<file path="config.mk">
export PLATFORM = sky130hd
export DESIGN_NAME = pc_sequencer
export DESIGN_NICKNAME = d
export VERILOG_FILES = /design/src/rtl/pc_sequencer.sv
export SDC_FILE = /design/constraint.sdc
export NUM_CORES = 1
export LEC_CHECK = 0
export BUFFER_PORTS_ARGS = -buffer_cell sky130_fd_sc_hd__buf_2
export CAP_MARGIN = 10
export CORE_MARGIN = 2
export CORE_UTILIZATION = 45
export DETAILED_ROUTE_END_ITERATION = 10
export PLACE_DENSITY = 0.73
export SLEW_MARGIN = 5
export SYNTH_ARGS = -nofsm -noshare
export SYNTH_HDL_FRONTEND = slang
export SYNTH_SLANG_ARGS = --single-unit
</file>
<file path="constraint.sdc">
create_clock -name clk_i -period 5.55 [get_ports clk_i]
set_input_delay 1.11 -clock clk_i [delete_from_list [all_inputs] [get_ports clk_i]]
set_output_delay 1.11 -clock clk_i [all_outputs]
set_load 0.01 [all_outputs]
</file>
<file path="src/rtl/pc_sequencer.sv">
// Next-PC controller for the fetch stage: sequential advance, jump/branch/trap
// redirects, hazard stalls, halt and the instruction-memory fetch handshake.
module pc_sequencer #(
    parameter logic [31:0] RESET_PC = 32'h0000_0000,
    parameter logic [31:0] TRAP_VEC = 32'h0000_0100
) (
    input  logic        clk_i,
    input  logic        rst_i,
    input  logic        stall_i,
    input  logic        jmp_i,
    input  logic [31:0] jmp_target_i,
    input  logic        br_taken_i,
    input  logic [31:0] br_target_i,
    input  logic        trap_i,
    input  logic        halt_i,
    input  logic        fetch_ack_i,
    output logic [31:0] pc_o,
    output logic        fetch_req_o,
    output logic        pc_valid_o,
    output logic        flush_if_o,
    output logic        flush_id_o,
    output logic [31:0] epc_o,
    output logic [1:0]  state_o
);

    typedef enum logic [1:0] {
        BOOT   = 2'd0,
        FETCH  = 2'd1,
        HOLD   = 2'd2,
        HALTED = 2'd3
    } state_t;

    state_t      state_r;
    state_t      next_state_s;
    logic [31:0] pc_r;
    logic [31:0] pc_next_s;
    logic [31:0] epc_r;
    logic [31:0] epc_next_s;
    logic        fetch_req_s;
    logic        pc_valid_s;
    logic        flush_if_s;
    logic        flush_id_s;
    logic        redirect_ok_s;

    // State, PC and EPC registers; reset aborts any pending fetch or redirect.
    always_ff @(posedge clk_i or posedge rst_i) begin
        if (rst_i) begin
            state_r <= BOOT;
            pc_r    <= RESET_PC;
            epc_r   <= 32'h0000_0000;
        end else begin
            state_r <= next_state_s;
            pc_r    <= pc_next_s;
            epc_r   <= epc_next_s;
        end
    end

    // Branch and jump only act while the fetch path is live (not BOOT/HALTED).
    always_comb begin
        redirect_ok_s = (state_r == FETCH) || (state_r == HOLD);
    end

    // Next-state, next-PC and handshake/flush outputs, in redirect priority order.
    always_comb begin
        next_state_s = state_r;
        pc_next_s    = pc_r;
        epc_next_s   = epc_r;
        fetch_req_s  = 1'b0;
        pc_valid_s   = 1'b0;
        flush_if_s   = 1'b0;
        flush_id_s   = 1'b0;

        if (state_r == BOOT) begin
            next_state_s = FETCH;
        end else if (trap_i) begin
            pc_next_s    = TRAP_VEC;
            epc_next_s   = pc_r;
            flush_if_s   = 1'b1;
            flush_id_s   = 1'b1;
            next_state_s = FETCH;
        end else if (br_taken_i && redirect_ok_s) begin
            pc_next_s    = br_target_i;
            flush_if_s   = 1'b1;
            flush_id_s   = 1'b1;
            next_state_s = FETCH;
        end else if (jmp_i && redirect_ok_s) begin
            // The jump itself sits in ID and must survive, so only IF is squashed.
            pc_next_s    = jmp_target_i;
            flush_if_s   = 1'b1;
            next_state_s = FETCH;
        end else begin
            case (state_r)
                FETCH: begin
                    if (stall_i) begin
                        next_state_s = HOLD;
                    end else begin
                        fetch_req_s = 1'b1;
                        if (fetch_ack_i) begin
                            pc_valid_s = 1'b1;
                            pc_next_s  = pc_r + 32'd1;
                        end else begin
                            pc_next_s  = pc_r;
                        end
                        if (halt_i) begin
                            next_state_s = HALTED;
                        end else begin
                            next_state_s = FETCH;
                        end
                    end
                end
                HOLD: begin
                    // Leave HOLD with the PC unchanged so the held word is re-fetched.
                    if (stall_i) begin
                        next_state_s = HOLD;
                    end else begin
                        next_state_s = FETCH;
                    end
                end
                HALTED: begin
                    next_state_s = HALTED;
                end
                default: begin
                    next_state_s = FETCH;
                end
            endcase
        end
    end

    assign pc_o        = pc_r;
    assign epc_o       = epc_r;
    assign state_o     = state_r;
    assign fetch_req_o = fetch_req_s;
    assign pc_valid_o  = pc_valid_s;
    assign flush_if_o  = flush_if_s;
    assign flush_id_o  = flush_id_s;

endmodule

</file>
==> impl_metrics.env, run 1 <==
export IMPL_insertion_delay_ns=0.36
export IMPL_async_flop_share_pct=100.0
export IMPL_synth_top_cell_by_area="dfrtp_1"
export IMPL_yosysWarnings=0
export IMPL_finClkSkew_ns=0.006412
export IMPL_hold_buffers=0
export IMPL_fin_hold_ws_ns=0.4839
export IMPL_maxCapViolations=0
export IMPL_yosysTopAreaCellShare_pct=41.93
export IMPL_hold_path_class="flip-flop to flip-flop"
export IMPL_grt_ovfl_total=0
export IMPL_worstSetupPathType="primary input to output pin"
export IMPL_cp_required_ns=4.44
export IMPL_ir_drop_mv=0.1841
export IMPL_route_detailed_drc=0
export IMPL_cpLargestDelayFamily="simple AND/OR/NAND/NOR gates"
export IMPL_numCtsBuffers=9
export IMPL_totalPowerFinal_mw=1.976
export IMPL_grt_use_total_pct=24.35
export IMPL_cts_root_buf="clkbuf_8"
export IMPL_grt_max_degree=67
export IMPL_wl_microns=11820
export IMPL_ios=142
export IMPL_crit_path_cell_trace="buf_2 -> o21ai_1 -> nand2_1 -> nor3b_1 -> and2_1 -> buf_2"
export IMPL_ys_ff_latch=66
export IMPL_drive_gt1_share_pct=35.57
export IMPL_synth_simple_area_share_pct=18.81
export IMPL_synth_net_count=495
export IMPL_p_leak_nw=2.398
export IMPL_cts_buffer_depth=2
export IMPL_max_freq_ghz=0.2680
export IMPL_critPathMaxStageDelay_ns=0.54
export IMPL_synth_top_flop_cell="dfrtp_1"
export IMPL_core_area_sq_um=8593
export IMPL_slew_violations=0
export IMPL_rsz0062_at_grt="false"
export IMPL_die_area_sq_um=9517
export IMPL_buffer_ports_inserted=141
export IMPL_cts_tree="yes"
export IMPL_avgSynthCellArea_sq_um=9.446
export IMPL_syn_to_final_growth_pct=24.43
export IMPL_insertedDiodeCount=0
export IMPL_cp_arrival_ns=2.62
export IMPL_place_gp_congestion=0.9174
export IMPL_synthTopCellsByCount="66 x dfrtp_1, 39 x nor2_1, 32 x nand2_1"
export IMPL_layout_setup_ws_ns=1.819
export IMPL_clkSinkCount=66
export IMPL_path_buf_inv=2
export IMPL_vias=3913
export IMPL_ant_nets=0
export IMPL_synthDistinctLibCells=60
export IMPL_timing_slew_headroom_pct=35.43
export IMPL_initial_core_util_pct=45.84
export IMPL_synth_compound_area_share_pct=23.82
export IMPL_via_per_inst=5.938
export IMPL_synthMuxAreaShare_pct=7.370
export IMPL_grt_pass1_wl_microns=18620
export IMPL_crit_top_cell="buf_2"
export IMPL_worst_slew_pin_slew_ns=0.9657
export IMPL_nFillCells=798
export IMPL_pre_cts_slack_ns=1.835
export IMPL_setup_viol=0
export IMPL_ys_seq_area_share_pct=41.93
export IMPL_crit_path_top_delay_cell="o21ai_1"
export IMPL_synth_area_leaders="dfrtp_1 42%, mux2_2 6.9%, o21ai_0 3.8%"
export IMPL_synthCells=417
export IMPL_chipWidth_microns=97.56
export IMPL_cp_end_kind="output pin"
export IMPL_worst_path_max_fanout=15
export IMPL_netlist_area_sq_um=3939
export IMPL_synthXorXnorAreaFrac_pct=1.334
export IMPL_grt_pass1_vias=3607
export IMPL_fin_nets=624
export IMPL_grt_antenna_before_repair=0
export IMPL_hold_viol=0
export IMPL_p_per_area_nw_per_um2=403.2
export IMPL_synth_top_family_by_area="compound AO/OA/AOI/OAI gates"
export IMPL_cts_setup_buffers=0
export IMPL_dp_hpwl_microns=8409
export IMPL_drtIter0Drc=207
export IMPL_clk_pin_slew_ns=0.08
export IMPL_cts_htree_levels=3
export IMPL_period_needed_ns=3.731
export IMPL_cp_start_kind="primary input"
export IMPL_fin_crit_sh_pct=67.23
export IMPL_post_cts_resized=0
export IMPL_wl_per_cell_microns=17.93
export IMPL_tns_ns=0
export IMPL_die_y_microns=97.56
export IMPL_rows=34
export IMPL_status="finished, final reports clean"
export IMPL_synth_edf_count=0
export IMPL_yosysMostFrequentCell="dfrtp_1"
export IMPL_synthAdderAreaFrac_pct=1.906
export IMPL_firstDrtPassIters=5
==> metal layers <==
| metal | GRT usage [%] | vias to the layer above | routed length [microns] |
|---|---|---|---|
| met5 | 0 | - | 0 |
| met4 | 6.944 | 0 | 119 |
| met3 | 5.683 | 10 | 859 |
| met2 | 37.24 | 177 | 5517 |
| met1 | 34.67 | 1885 | 5319 |
| li1 | - | 1841 | - |
==> cell usage in the layout, fill, tap and decap left out, drive strengths merged, types with 3 or more instances in the layout <==
cell	n
and2	5
nor2b	5
a211oi	6
xor2	3
and4	11
a211o	3
o2bb2ai	5
dfrtp	66
o211ai	4
xnor2	3
a22o	9
o22ai	15
a22oi	7
o221ai	7
o21a	4
nor4	7
o21ai	34
clkbuf	9
nand3	11
a221o	4
nor2	39
nor3	6
nand2	35
nand4	7
buf	143
ha	6
a31oi	7
and3	6
a21o	7
inv	14
mux2	24
o31ai	9
bufinv	3
a21oi	8
==> sequential cells by signal, indices dropped and copies added (netlist names) <==
| name | flops |
|---|---|
| epc_o | 32 |
| pc_o | 32 |
| state_o | 2 |
==> worst reg2reg max path, stage by stage (launching register included) <==
cell	delay [ns]
dfrtp_1	0.43
inv_1	0.08
ha_1	0.47
o21a_1	0.49
nor2_1	0.17
a21oi_1	0.80
o31ai_1	0.21
a22o_1	0.28
==> layout make-up <==
cell class              instances  area (sq um)  area share [%]
multi-input cells             314          2100           42.84
clock buffers                   9         123.9           2.527
repair buffers                143         720.7           14.71
clock inverters                 7         125.1           2.553
flip-flops and latches         66          1652           33.70
inverters                      12         45.04          0.9191
well taps                     108         135.1           2.757
==> metrics by stage <==
step,util (%),cell area [sq um],std cells
6_report,57.03,4901,659
5_1_grt,57.03,4901,659
4_1_cts,57.03,4901,659
3_5_place_dp,54.14,4652,643
3_3_place_gp,54.14,4652,643
2_1_floorplan,-,3939,417
==> power by group <==
group / internal, mW / total (mW) / switching, mW
logic: 0.301 / 0.676 / 0.375
clock network: 0.303 / 0.523 / 0.220
registers: 0.622 / 0.777 / 0.156
==> cells by family after synthesis <==
family	after synthesis
compound gates	135
xor+xnor	6
fa+ha+maj	6
buf+inv	37
flops	66
mux	26
simple gates	141
==> final timing paths <==
path | cells past startpoint | startpoint | slack [ns] | end
max | 6 | br_taken_i | 1.82 | pc_valid_o
min | 2 | epc_o[25] | 0.48 | epc_o[25]
max reg2reg | 7 | state_o[0] | 2.51 | pc_o[21]
min reg2reg | 2 | epc_o[25] | 0.48 | epc_o[25]
max in group asynchronous | 3 | rst_i | 3.99 | pc_o[28]
min in group asynchronous | 3 | rst_i | 0.99 | epc_o[6]
Note: power is estimated with default switching activity, not from simulation.
==> run 2: changes to the inputs <==
==> constraint.sdc (replaced) <==
create_clock -name clk_i -period 3.66 [get_ports clk_i]
set_input_delay 0.732 -clock clk_i [delete_from_list [all_inputs] [get_ports clk_i]]
set_output_delay 0.732 -clock clk_i [all_outputs]
set_load 0.01 [all_outputs]
==> run 2 against run 1 <==
Routed wire length rose by 1.1%. Worst hold slack got worse by 0.0028 ns. Sequential power rose by 53%. Combinational power rose by 54%. Count of clock-buffer cells in the layout rose by 1. Critical endpoint is now flush_id_o. Total power rose by 49%. Core utilization rose by 0.087 points. Sequential share of layout area fell by 0.052 points.
==> impl_metrics.env, run 2 (synthesis gave the netlist of run 1 again) <==
export IMPL_cp_end_kind="output pin"
export IMPL_setup_viol=0
export IMPL_sw_frac_of_total_pct=38.25
export IMPL_cp_arrival_ns=2.22
export IMPL_rows=34
export IMPL_place_gp_congestion=0.9526
export IMPL_grt_use_total_pct=26.08
export IMPL_grt_max_degree=46
export IMPL_cts_buffer_depth=2
export IMPL_slew_violations=0
export IMPL_layout_setup_ws_ns=0.7048
export IMPL_grt_antenna_before_repair=0
export IMPL_maxCapViolations=0
export IMPL_insertion_delay_ns=0.35
export IMPL_p_seq_share_pct=40.4
export IMPL_firstDrtPassIters=5
export IMPL_p_comb_share_pct=35.4
export IMPL_drtIter0Drc=244
export IMPL_via_per_inst=5.922
export IMPL_hold_viol=0
export IMPL_period_needed_ns=2.955
export IMPL_buffer_ports_inserted=141
export IMPL_vias=3926
export IMPL_post_cts_resized=0
export IMPL_dp_hpwl_microns=8711
export IMPL_fin_nets=628
export IMPL_grt_ovfl_total=0
export IMPL_cts_htree_levels=3
export IMPL_rsz0062_at_grt="false"
export IMPL_clkPwrFrac_pct=24.2
export IMPL_grt_pass1_vias=3946
export IMPL_route_detailed_drc=0
export IMPL_timing_slew_headroom_pct=34.80
export IMPL_max_freq_ghz=0.3384
export IMPL_hold_buffers=0
export IMPL_worst_path_max_fanout=14
export IMPL_hold_path_class="flip-flop to flip-flop"
export IMPL_cts_setup_buffers=0
export IMPL_p_leak_nw=2.401
export IMPL_p_sw_mw=1.123
export IMPL_core_area_sq_um=8593
export IMPL_chipWidth_microns=97.56
export IMPL_cp_start_kind="flip-flop"
export IMPL_syn_to_final_growth_pct=24.62
export IMPL_cts_root_buf="clkbuf_8"
export IMPL_worst_slew_pin_slew_ns=0.9766
export IMPL_intPower_mw=1.813
export IMPL_worstSetupPathType="flip-flop to output pin"
export IMPL_wl_per_cell_microns=18.03
export IMPL_pre_cts_slack_ns=0.7990
export IMPL_fin_crit_sh_pct=80.74
export IMPL_clk_pin_slew_ns=0.08
export IMPL_grt_pass1_wl_microns=19980
export IMPL_cp_required_ns=2.93
export IMPL_fin_hold_ws_ns=0.4811
export IMPL_finClkSkew_ns=0.006978
export IMPL_layout_commonest_cell="buf_2"
export IMPL_insertedDiodeCount=0
export IMPL_wl_microns=11950
export IMPL_ant_nets=0
export IMPL_cts_tree="yes"
export IMPL_status="finished, final reports clean"
export IMPL_clkSinkCount=66
export IMPL_tns_ns=0
export IMPL_ir_drop_mv=0.3006
export IMPL_ios=142
export IMPL_die_area_sq_um=9517
export IMPL_die_y_microns=97.56
export IMPL_numCtsBuffers=9
export IMPL_initial_core_util_pct=45.84
export IMPL_drive_gt1_share_pct=36.04
export IMPL_final_cell_mix="141 x buf_2, 66 x dfrtp_1, 39 x nor2_1"
export IMPL_p_per_area_nw_per_um2=598.3
## run 2: changes by cell type in the layout (fill, tap and decap cells not counted), sizes merged
cell | previous run | this run
bufinv | 3 | 2
inv | 14 | 13
clkinvlp | 0 | 2
clkbuf | 9 | 10
clkinv | 2 | 1
buf | 143 | 147
## run 2: final timing paths
kind / startpoint / to / slack, ns / cells past startpoint
max reg2reg: state_o[0] / pc_o[17] / 0.74 / 7
max in group asynchronous: rst_i / pc_o[8] / 2.21 / 3
max: state_o[0] / flush_id_o / 0.70 / 5
min reg2reg: epc_o[28] / epc_o[28] / 0.48 / 2
min: epc_o[28] / epc_o[28] / 0.48 / 2
min in group asynchronous: rst_i / epc_o[6] / 0.60 / 2
## run 2: worst max-delay path: stages (launching register included)
cell and delay [ns]:
dfrtp_1 0.44, inv_1 0.09, ha_1 0.48, nand2_1 0.41
a21oi_1 0.29, buf_2 0.16
## run 2: routing by layer
| metal | wire length [microns] | global-route usage [%] |
|---|---|---|
| met1 | 5241 | 34.69 |
| met2 | 5624 | 41.38 |
| met3 | 885 | 5.971 |
| met4 | 199 | 10.26 |
| met5 | 0 | 0 |
## run 2: power by group through the flow
stage	Combinational [mW]	Sequential, mW	Clock (mW)
6_report	1.04	1.19	0.711
5_1_grt	1.15	1.22	0.752
4_1_cts	1.04	1.18	0.723
3_5_place_dp	1.04	1.19	0
3_3_place_gp	1.01	1.18	0
2_1_floorplan	0.548	1.24	0
## run 2: final cells by class
type | count | area (sq um)
fillers | 796 | 3685
multi-input cells | 314 | 2100
flip-flops and latches | 66 | 1652
repair buffers | 147 | 750.7
clock buffers | 10 | 137.6
well taps | 108 | 135.1
clock inverters | 6 | 88.84
inverters | 12 | 45.04
## run 2: stage by stage
step	power (mW)	instance area (sq um)	instances	util, %
floorplan	1.789	3939	417	-
global placement	2.188	4682	647	54.48
detailed placement	2.233	4682	647	54.48
CTS	2.946	4908	663	57.12
global route	3.125	4908	663	57.12
finish	2.937	4908	663	57.12
==> run 3: changes to the inputs <==
--- a/config.mk
+++ b/config.mk
@@ -10,7 +10,7 @@
 export CORE_MARGIN = 2
 export CORE_UTILIZATION = 45
 export DETAILED_ROUTE_END_ITERATION = 10
-export PLACE_DENSITY = 0.73
+export PLACE_DENSITY = 0.75
 export SLEW_MARGIN = 5
 export SYNTH_ARGS = -nofsm -noshare
 export SYNTH_HDL_FRONTEND = slang
==> constraint.sdc (replaced) <==
create_clock -name clk_i -period 2.5 [get_ports clk_i]
set_input_delay 0.5 -clock clk_i [delete_from_list [all_inputs] [get_ports clk_i]]
set_output_delay 0.5 -clock clk_i [all_outputs]
set_load 0.01 [all_outputs]
==> run 3 against run 2 <==
Via count is 2.2% higher. Count of clock-buffer cells in the layout is 1 lower. Highest routed layer unchanged. Largest power group unchanged. Cell count is 1.2% higher. Clock skew is 0.0011 ns higher. Worst hold slack worse by 0.36 ns. First-iteration DRC count is 10% higher. Sequential power is 45% higher.
==> impl_metrics.env, run 3 (synthesis gave the netlist of run 1 again) <==
export IMPL_status="finished, final reports clean"
export IMPL_rows=34
export IMPL_hold_viol=0
export IMPL_cp_start_kind="flip-flop"
export IMPL_die_area_sq_um=9517
export IMPL_pre_cts_slack_ns=0.2327
export IMPL_hold_buffers=0
export IMPL_ir_drop_mv=0.4016
export IMPL_tns_ns=0
export IMPL_cp_end_kind="output pin"
export IMPL_place_gp_congestion=0.8745
export IMPL_initial_core_util_pct=45.84
export IMPL_layout_setup_ws_ns=0.1060
export IMPL_syn_to_final_growth_pct=27.83
export IMPL_numCtsBuffers=9
export IMPL_max_freq_ghz=0.4177
export IMPL_period_needed_ns=2.394
export IMPL_rsz0062_at_grt="false"
export IMPL_cts_buffer_depth=2
export IMPL_grt_antenna_before_repair=0
export IMPL_grt_pass1_wl_microns=20060
export IMPL_worst_path_max_fanout=11
export IMPL_timing_slew_headroom_pct=63.95
export IMPL_final_cell_area_sq_um=5035
export IMPL_drtIter0Drc=269
export IMPL_slew_violations=0
export IMPL_placed_area_sq_um=4767
export IMPL_drive_gt1_share_pct=37.48
export IMPL_wl_microns=12170
export IMPL_nFillCells=774
export IMPL_vias=4012
export IMPL_p_per_area_nw_per_um2=885.2
export IMPL_crit_path_cell_trace="inv_1 -> ha_4 -> o21ai_1 -> nand2_1 -> nor3b_2 -> and2_1 -> buf_2"
export IMPL_cts_setup_buffers=0
export IMPL_cpLargestDelayFamily="simple AND/OR/NAND/NOR gates"
export IMPL_crit_path_top_delay_cell="dfrtp_2"
export IMPL_grt_use_total_pct=26.07
export IMPL_critPathMaxStageDelay_ns=0.44
export IMPL_clkSinkCount=66
export IMPL_maxCapViolations=0
export IMPL_buffer_ports_inserted=141
export IMPL_grt_pass1_vias=3972
export IMPL_die_y_microns=97.56
export IMPL_wl_per_cell_microns=18.14
export IMPL_finClkSkew_ns=0.008094
export IMPL_p_leak_nw=2.468
export IMPL_worst_slew_pin_slew_ns=0.5366
export IMPL_firstDrtPassIters=6
export IMPL_hold_path_class="primary input to async pin"
export IMPL_setup_viol=0
export IMPL_fin_crit_sh_pct=95.76
export IMPL_ant_nets=0
export IMPL_grt_ovfl_total=0
export IMPL_final_cell_mix="141 x buf_2, 65 x dfrtp_1, 39 x nor2_1"
export IMPL_cts_htree_levels=3
export IMPL_layout_commonest_cell="buf_2"
export IMPL_cts_tree="yes"
export IMPL_ios=142
export IMPL_route_detailed_drc=0
export IMPL_via_per_inst=5.979
export IMPL_core_area_sq_um=8593
export IMPL_dp_hpwl_microns=9003
export IMPL_cp_arrival_ns=1.89
export IMPL_fin_nets=636
export IMPL_clk_pin_slew_ns=0.08
export IMPL_worstSetupPathType="flip-flop to output pin"
export IMPL_cts_root_buf="clkbuf_8"
export IMPL_insertedDiodeCount=0
export IMPL_cp_required_ns=2.00
export IMPL_grt_max_degree=48
export IMPL_totalPowerFinal_mw=4.457
export IMPL_insertion_delay_ns=0.36
export IMPL_fin_hold_ws_ns=0.1245
export IMPL_chipWidth_microns=97.56
export IMPL_path_buf_inv=2
==> run 3: what timing repair did <==
item,4_1_cts,5_1_grt
pin swaps,0,0
resized for setup,2,2
endpoints found under the setup margin,3,3
==> run 3: worst paths after layout <==
check,slack (ns),cells after the start,to,start
setup reg to reg,0.34,7,pc_o[26],state_o[1]
hold / removal,0.12,2,epc_o[14],rst_i
min in group clk_i,0.38,2,pc_o[5],br_target_i[5]
setup / recovery,0.11,7,pc_valid_o,state_o[0]
max in group asynchronous,1.77,3,epc_o[29],rst_i
hold reg to reg,0.49,2,epc_o[25],epc_o[25]
==> run 3: final cells by class <==
| cell class | count | area [sq um] | share of cell area (%) |
|---|---|---|---|
| Multi-Input combinational cell | 314 | 2117 | 42.05 |
| Sequential cell | 66 | 1653 | 32.83 |
| Timing Repair Buffer | 155 | 835.8 | 16.60 |
| Tap cell | 108 | 135.1 | 2.684 |
| Clock inverter | 7 | 125.1 | 2.485 |
| Clock buffer | 9 | 123.9 | 2.460 |
| Inverter | 12 | 45.04 | 0.8946 |
==> run 3: per-stage QoR <==
stage	cells	utilization, %
floorplan	417	-
global placement	655	55.47
detailed placement	655	55.47
CTS	671	58.46
global route	671	58.59
finish	671	58.59
==> run 3: worst reg2reg max path, stage by stage (launching register included) <==
cell     delay (ns)
dfrtp_1        0.39
inv_1          0.11
ha_4           0.34
o21a_1         0.19
nor2_1         0.11
a21o_2         0.38
a21o_1         0.23
a211o_1        0.29
==> run 3: per-layer routing <==
| layer | vias to the layer above | track usage (%) | share of wire, % |
|---|---|---|---|
| li1 | 1869 | - | - |
| met2 | 182 | 42.33 | 48 |
| met5 | - | 0 | 0 |
| met3 | 20 | 6.115 | 7.9 |
| met1 | 1941 | 34.96 | 43 |
| met4 | 0 | 7.372 | 1.5 |
==> run 3: power by group <==
group / internal [mW] / switching [mW] / leakage (nW) / total [mW]
registers: 1.38 / 0.339 / 0.855 / 1.72
clock network: 0.673 / 0.470 / 0.124 / 1.14
logic: 0.727 / 0.867 / 1.49 / 1.59
